File: src/rtl/host_loader_pkg.sv
// Shared command codes, FSM encodings and word geometry for the host memory loader.
package host_loader_pkg;

  localparam logic [7:0] CMD_WR_IMEM = 8'h01;
  localparam logic [7:0] CMD_WR_DMEM = 8'h02;
  localparam logic [7:0] CMD_RUN     = 8'h03;
  localparam logic [7:0] CMD_HALT    = 8'h04;

  localparam int unsigned BYTES_PER_WORD = 4;

  typedef enum logic [2:0] {
    S_CMD,
    S_ADDR_HI,
    S_ADDR_LO,
    S_COUNT,
    S_DATA,
    S_WRITE
  } loader_state_t;

  typedef enum logic [1:0] {
    RX_IDLE,
    RX_START,
    RX_DATA,
    RX_STOP
  } rx_state_t;

endpackage

File: src/rtl/uart_rx_byte.sv
// 8N1 UART receiver: synchronizes the line, times bits from a start edge and
// reports each byte as a one-cycle valid pulse or a framing error.
module uart_rx_byte
  import host_loader_pkg::*;
#(
  parameter int unsigned CLKS_PER_BIT = 694
) (
  input  logic       i_clk,
  input  logic       i_rst_n,
  input  logic       i_rx,
  output logic       o_byte_valid,
  output logic [7:0] o_byte_data,
  output logic       o_frame_err
);

  localparam int unsigned HALF_BIT = CLKS_PER_BIT / 2;

  rx_state_t   r_state, w_next;
  logic [1:0]  r_sync;
  logic        r_rx_d;
  logic [15:0] r_cnt;
  logic [2:0]  r_bit_idx;
  logic [7:0]  r_shift;
  logic        r_valid, r_ferr;
  logic [7:0]  r_data;
  logic        w_rx, w_fall, w_half, w_full;

  assign w_rx   = r_sync[1];
  assign w_fall = r_rx_d & ~w_rx;
  assign w_half = (r_cnt == 16'(HALF_BIT - 1));
  assign w_full = (r_cnt == 16'(CLKS_PER_BIT - 1));

  always_ff @(posedge i_clk or negedge i_rst_n) begin
    if (!i_rst_n) r_state <= RX_IDLE;
    else          r_state <= w_next;
  end

  always_comb begin
    w_next = r_state;
    case (r_state)
      RX_IDLE:  if (w_fall) w_next = RX_START;
      // A start bit that is high again at its centre was a glitch.
      RX_START: if (w_half) w_next = w_rx ? RX_IDLE : RX_DATA;
      RX_DATA:  if (w_full && r_bit_idx == 3'd7) w_next = RX_STOP;
      RX_STOP:  if (w_full) w_next = RX_IDLE;
      default:  w_next = RX_IDLE;
    endcase
  end

  always_ff @(posedge i_clk or negedge i_rst_n) begin
    if (!i_rst_n) begin
      r_sync    <= '1;
      r_rx_d    <= 1'b1;
      r_cnt     <= '0;
      r_bit_idx <= '0;
      r_shift   <= '0;
      r_valid   <= 1'b0;
      r_ferr    <= 1'b0;
      r_data    <= '0;
    end else begin
      r_sync  <= {r_sync[0], i_rx};
      r_rx_d  <= w_rx;
      r_valid <= 1'b0;
      r_ferr  <= 1'b0;
      case (r_state)
        RX_IDLE: r_cnt <= '0;
        RX_START: begin
          r_bit_idx <= '0;
          r_cnt     <= w_half ? '0 : r_cnt + 16'd1;
        end
        RX_DATA: begin
          if (w_full) begin
            r_cnt     <= '0;
            r_shift   <= {w_rx, r_shift[7:1]};
            r_bit_idx <= r_bit_idx + 3'd1;
          end else begin
            r_cnt <= r_cnt + 16'd1;
          end
        end
        RX_STOP: begin
          if (w_full) begin
            r_cnt <= '0;
            if (w_rx) begin
              r_valid <= 1'b1;
              r_data  <= r_shift;
            end else begin
              r_ferr <= 1'b1;
            end
          end else begin
            r_cnt <= r_cnt + 16'd1;
          end
        end
        default: r_cnt <= '0;
      endcase
    end
  end

  assign o_byte_valid = r_valid;
  assign o_byte_data  = r_data;
  assign o_frame_err  = r_ferr;

endmodule

File: src/rtl/host_mem_loader.sv
// UART-driven loader for Core imem/dmem plus core reset control.
// Optional inter-byte timeout enabled by defining LOADER_TIMEOUT_EN.
module host_mem_loader
  import host_loader_pkg::*;
#(
  parameter int unsigned CLK_FREQ_HZ = 80000000,
  parameter int unsigned BAUD        = 115200,
  parameter int unsigned ADDR_WIDTH  = 12
`ifdef LOADER_TIMEOUT_EN
  ,
  parameter int unsigned TIMEOUT_CYCLES = 1000000
`endif
) (
  input  logic                  clk,
  input  logic                  reset_n,
  input  logic                  uart_rx,
  output logic [ADDR_WIDTH-1:0] imem_addr,
  output logic                  imem_enable,
  output logic                  imem_write,
  output logic [31:0]           imem_data_in,
  output logic [ADDR_WIDTH-1:0] dmem_addr,
  output logic                  dmem_enable,
  output logic [3:0]            dmem_byte_write,
  output logic [31:0]           dmem_data_in,
  output logic                  core_reset,
  output logic                  busy,
  output logic                  error
);

  localparam int unsigned CLKS_PER_BIT = CLK_FREQ_HZ / BAUD;

  loader_state_t         r_state, w_next;
  logic                  w_byte_valid, w_frame_err, w_timeout, w_last_byte;
  logic [7:0]            w_byte;
  logic                  r_is_dmem, r_core_reset, r_error;
  logic [3:0]            r_addr_hi;
  logic [ADDR_WIDTH-1:0] r_addr, r_imem_addr, r_dmem_addr;
  logic [8:0]            r_count;
  logic [1:0]            r_byte_cnt;
  logic [23:0]           r_word;
  logic [31:0]           r_imem_data, r_dmem_data;

  uart_rx_byte #(.CLKS_PER_BIT(CLKS_PER_BIT)) u_rx (
    .i_clk        (clk),
    .i_rst_n      (reset_n),
    .i_rx         (uart_rx),
    .o_byte_valid (w_byte_valid),
    .o_byte_data  (w_byte),
    .o_frame_err  (w_frame_err)
  );

`ifdef LOADER_TIMEOUT_EN
  logic [31:0] r_to_cnt;
  always_ff @(posedge clk or negedge reset_n) begin
    if (!reset_n)                             r_to_cnt <= '0;
    else if (w_byte_valid || r_state == S_CMD) r_to_cnt <= '0;
    else if (!w_timeout)                      r_to_cnt <= r_to_cnt + 32'd1;
  end
  assign w_timeout = (r_state != S_CMD) && (r_to_cnt == 32'(TIMEOUT_CYCLES - 1));
`else
  assign w_timeout = 1'b0;
`endif

  assign w_last_byte = (r_byte_cnt == 2'(BYTES_PER_WORD - 1));

  always_ff @(posedge clk or negedge reset_n) begin
    if (!reset_n) r_state <= S_CMD;
    else          r_state <= w_next;
  end

  always_comb begin
    w_next = r_state;
    if (w_frame_err || w_timeout) begin
      w_next = S_CMD;
    end else begin
      case (r_state)
        S_CMD:     if (w_byte_valid && (w_byte == CMD_WR_IMEM || w_byte == CMD_WR_DMEM))
                     w_next = S_ADDR_HI;
        S_ADDR_HI: if (w_byte_valid) w_next = (w_byte[7:4] != 4'h0) ? S_CMD : S_ADDR_LO;
        S_ADDR_LO: if (w_byte_valid) w_next = S_COUNT;
        S_COUNT:   if (w_byte_valid) w_next = S_DATA;
        S_DATA:    if (w_byte_valid && w_last_byte) w_next = S_WRITE;
        S_WRITE:   w_next = (r_count == 9'd1) ? S_CMD : S_DATA;
        default:   w_next = S_CMD;
      endcase
    end
  end

  always_ff @(posedge clk or negedge reset_n) begin
    if (!reset_n) begin
      r_is_dmem    <= 1'b0;
      r_core_reset <= 1'b1;
      r_error      <= 1'b0;
      r_addr_hi    <= '0;
      r_addr       <= '0;
      r_count      <= '0;
      r_byte_cnt   <= '0;
      r_word       <= '0;
      r_imem_addr  <= '0;
      r_dmem_addr  <= '0;
      r_imem_data  <= '0;
      r_dmem_data  <= '0;
    end else begin
      if (r_state == S_WRITE) begin
        r_addr  <= r_addr + 1'b1;
        r_count <= r_count - 9'd1;
      end
      if (w_frame_err || w_timeout) begin
        r_error <= 1'b1;
      end else if (w_byte_valid) begin
        case (r_state)
          S_CMD: begin
            r_byte_cnt <= '0;
            case (w_byte)
              CMD_WR_IMEM: begin r_is_dmem <= 1'b0; r_core_reset <= 1'b1; r_error <= 1'b0; end
              CMD_WR_DMEM: begin r_is_dmem <= 1'b1; r_core_reset <= 1'b1; r_error <= 1'b0; end
              CMD_RUN:     begin r_core_reset <= 1'b0; r_error <= 1'b0; end
              CMD_HALT:    begin r_core_reset <= 1'b1; r_error <= 1'b0; end
              default:     r_error <= 1'b1;
            endcase
          end
          S_ADDR_HI: begin
            if (w_byte[7:4] != 4'h0) r_error <= 1'b1;
            else                     r_addr_hi <= w_byte[3:0];
          end
          S_ADDR_LO: r_addr  <= ADDR_WIDTH'({r_addr_hi, w_byte});
          S_COUNT:   r_count <= (w_byte == 8'h00) ? 9'd256 : {1'b0, w_byte};
          S_DATA: begin
            r_word     <= {r_word[15:0], w_byte};
            r_byte_cnt <= r_byte_cnt + 2'd1;
            // Output registers load only on the final byte so they hold between writes.
            if (w_last_byte) begin
              if (r_is_dmem) begin
                r_dmem_addr <= r_addr;
                r_dmem_data <= {r_word, w_byte};
              end else begin
                r_imem_addr <= r_addr;
                r_imem_data <= {r_word, w_byte};
              end
            end
          end
          default: ;
        endcase
      end
    end
  end

  assign imem_addr       = r_imem_addr;
  assign imem_data_in    = r_imem_data;
  assign imem_enable     = (r_state == S_WRITE) && !r_is_dmem;
  assign imem_write      = (r_state == S_WRITE) && !r_is_dmem;
  assign dmem_addr       = r_dmem_addr;
  assign dmem_data_in    = r_dmem_data;
  assign dmem_enable     = (r_state == S_WRITE) && r_is_dmem;
  assign dmem_byte_write = ((r_state == S_WRITE) && r_is_dmem) ? 4'hF : 4'h0;
  assign core_reset      = r_core_reset;
  assign busy            = (r_state != S_CMD);
  assign error           = r_error;

endmodule
File: config.mk
export PLATFORM = sky130hd
export DESIGN_NAME = host_mem_loader
export DESIGN_NICKNAME = d
export VERILOG_FILES = /design/src/rtl/host_loader_pkg.sv /design/src/rtl/uart_rx_byte.sv /design/src/rtl/host_mem_loader.sv
export SDC_FILE = /design/constraint.sdc
export NUM_CORES = 1
export LEC_CHECK = 0
export CAP_MARGIN = 5
export CELL_PAD_IN_SITES_DETAIL_PLACEMENT = 2
export CELL_PAD_IN_SITES_GLOBAL_PLACEMENT = 2
export CORE_MARGIN = 2
export CORE_UTILIZATION = 38
export DETAILED_ROUTE_END_ITERATION = 10
export GPL_ROUTABILITY_DRIVEN = 0
export PLACE_DENSITY_LB_ADDON = 0.25
export SLEW_MARGIN = 20
export SYNTH_ARGS = -nofsm -noshare
export SYNTH_HDL_FRONTEND = slang
export SYNTH_SLANG_ARGS = --single-unit
File: constraint.sdc
create_clock -name clk -period 2.55 [get_ports clk]
set_clock_uncertainty 0.05 [all_clocks]
set_input_delay 0.51 -clock clk [delete_from_list [all_inputs] [get_ports clk]]
set_output_delay 0.51 -clock clk [all_outputs]
set_load 0.03 [all_outputs]
==> impl_metrics.json <==
{
  "finalSetupViolCount": 0,
  "ir_worst_vdd_mv": 0.4440,
  "dp_slack_ns": 0.07278,
  "avgRoutedWirePerCell_um": 21.29,
  "place_area_mm2": 0.009462,
  "worst-setup-path-type": "reg -> out",
  "fin_ws_ns": 0.1621,
  "ys_seq_elements": 187,
  "die-area_mm2": 0.02257,
  "cp-end-kind": "output pin",
  "p_total_uw": 5969,
  "root_buffer": "clkbuf_16",
  "syn2layout_area_growth_pct": 24.13,
  "tightest_slew_ns": 0.7298,
  "regToRegEndpoint": "r_state[0]$_DFFE_PN0P_",
  "routed_wirelength_mm": 21.65,
  "initial_core_util_pct": 38.66,
  "rows": 53,
  "combPwrFrac_pct": 3.4,
  "final_area_mm2": 0.01009,
  "fin_crit_sh_pct": 93.64,
  "drcViolationCount": 0,
  "clock_path_buffers": 2,
  "slew_violations": 0,
  "max_freq_mhz": 418.8,
  "cts.htree.levels": 4,
  "ys_types": 59,
  "cp.arrival_ns": 1.83,
  "min_period_ns": 2.388,
  "antenna-diode-count": 0,
  "clk_pin_slew_ns": 0.08,
  "async_flop_share_pct": 100.0,
  "vias_per_cell": 5.293,
  "regToRegSetupSlack_ns": 0.32,
  "drive_gt1_share_pct": 18.60,
  "met3WireLength_um": 470,
  "wl_met2_mm": 10.89,
  "power.density_mw_per_mm2": 591.8,
  "clockPowerShare_pct": 45.0,
  "most-common-layout-cells": "dfrtp_1 (180), clkdlybuf4s50_1 (92), mux2_1 (80)",
  "antenna_found_initial": 0,
  "crit_start": "r_state[0]$_DFFE_PN0P_",
  "seqPwrFrac_pct": 51.7,
  "cts_tree": "yes",
  "fp.dieW_um": 150.2,
  "rsz0062_at_grt": "no",
  "status": "completed",
  "mostFrequentLayoutCell": "dfrtp_1",
  "cts_inserted_buffers": 17,
  "insertion_delay_ns": 0.44,
  "synthesis.area_mm2": 0.008127,
  "syn-instance-count": 626,
  "maxUsedRoutingLayer": "met4",
  "power.leakage_uw": 0.004857,
  "hpwl_mm": 14.89,
  "crit_fanout": 15,
  "syn-num-nets": 638,
  "synthFlopType": "dfrtp_1",
  "intPower_uw": 4421,
  "r2r-start": "u_rx.o_byte_data[7]$_DFFE_PN0P_",
  "hold_viol": 0,
  "critical_path_required_ns": 1.99,
  "yosys_warnings": 0,
  "cts_hold_buf": 0,
  "grt_max_degree": 73,
  "maxCapViolCount": 0,
  "holdCritPathClass": "in -> async",
  "start_kind": "flop",
  "via_count": 5383,
  "grt_pass1_wl_mm": 34.73,
  "worst_slew_margin_rel_pct": 51.35,
  "core_mm2": 0.02102,
  "synth.avg_cell_area_um2": 12.98,
  "setup_tns_ns": 0,
  "io_pins": 101,
  "r2r_cells": 4,
  "gr-total-overflow": 0,
  "wl_met1_mm": 9.897,
  "grtUsageTotal_pct": 20.26,
  "cts_sinks": 187,
  "p_sw_share_pct": 25.94,
  "portBuffers": 100,
  "dieHeight_um": 150.2,
  "fin_nets": 741,
  "first_iter_violations": 219,
  "synth_edf_count": 0,
  "switchingPower_uw": 1549,
  "ys_seq_area_share_pct": 57.64,
  "first_global_vias": 5980,
  "firstDrtPassIters": 5,
  "ant_nets": 0
}
Yosys cell counts, types with 5 or more instances:
master	instances	area, um2
nand2_1	36	135.1
a21oi_1	25	125.1
buf_4	7	52.55
dfrtp_1	183	4579
clkbuf_1	13	48.80
nor4_1	5	31.28
nor2b_1	5	31.28
ha_1	9	112.6
mux2_1	80	900.9
mux2_2	53	596.8
nand3_1	20	100.1
xor2_1	19	166.4
inv_1	7	26.28
and3_1	6	37.54
xnor2_1	13	113.9
nand4_1	10	62.56
nand4b_1	5	43.79
buf_2	18	90.09
nor3_1	8	40.04
nor2_1	20	75.07
o21ai_0	20	100.1
area by class of cell:
type / count / area (um2)
fill: 2017 / 10930
sequential: 187 / 4688
multi-input combinational: 393 / 3233
timing repair buffer: 123 / 1185
clock buffer: 17 / 425.4
tap: 275 / 344.1
clock inverter: 15 / 185.2
inverter: 7 / 26.28
state kept, by name, indices dropped and copies added, names as in the netlist, 8 cells and up, named ones only:
register	cells
u_rx.r_shift	8
dmem_addr	12
r_addr	12
dmem_data_in	32
u_rx.o_byte_data	8
imem_data_in	32
r_count	9
u_rx.r_cnt	16
r_word	24
imem_addr	12
layer usage:
metal  vias to the layer above  GRT usage [%]
met5                         -              0
met4                         0          6.557
met3                        22          2.848
met2                        94          34.59
met1                      2832          26.70
li1                       2435              -
power by group through the flow:
| stage | Combinational (uW) | Clock [uW] | Sequential (uW) |
|---|---|---|---|
| after CTS | 211 | 2750 | 3090 |
| after detailed placement | 209 | 0 | 3140 |
| after global routing | 230 | 2880 | 3090 |
| after floorplan | 111 | 0 | 3110 |
| final | 201 | 2680 | 3080 |
| after global placement | 192 | 0 | 3140 |
cells by family (layout without fill, tap and decap cells):
group,after synthesis,in the layout,synth area share (%)
flip-flops,187,187,57.64
multiplexers,137,137,18.98
buffers and inverters,46,162,2.741
XOR/XNOR,32,32,3.449
adder cells (fa/ha/maj),9,9,1.386
AO/OA/AOI/OAI,66,66,4.912
AND/OR/NAND/NOR,149,149,10.89
repair_timing:
action / in CTS / in global routing
resized for setup: 4 / 4
setup buffers: 0 / 0
setup endpoints to repair: 3 / 3
pin swaps: 0 / 0
cloned: 0 / 0
how the worst max path moves through the flow:
stage / endpoint / slack (ns) / cells past startpoint
2_1_floorplan: dmem_byte_write[0] / 0.39 / 5
3_3_place_gp: r_state[0]$_DFFE_PN0P_ / 0.12 / 4
3_5_place_dp: r_state[0]$_DFFE_PN0P_ / 0.07 / 4
4_1_cts: r_state[0]$_DFFE_PN0P_ / 0.04 / 4
5_1_grt: busy / 0.06 / 3
6_report: busy / 0.16 / 3
through the flow:
stage	hold slack (ns)	std cells	util, %
6_report	0.03667	1017	47.99
2_1_floorplan	0.1644	626	-
5_1_grt	0.08141	1017	47.99
4_1_cts	0.07696	1017	47.92
3_5_place_dp	0.3035	985	45.01
3_3_place_gp	0.2983	985	45.01
critical path: stages, from the launching register on:
cell	delay, ns
dfrtp_2	0.55
nor2_4	0.08
nand2_1	0.09
clkdlybuf4s50_1	0.67
Power figures use the tool's default switching activity.
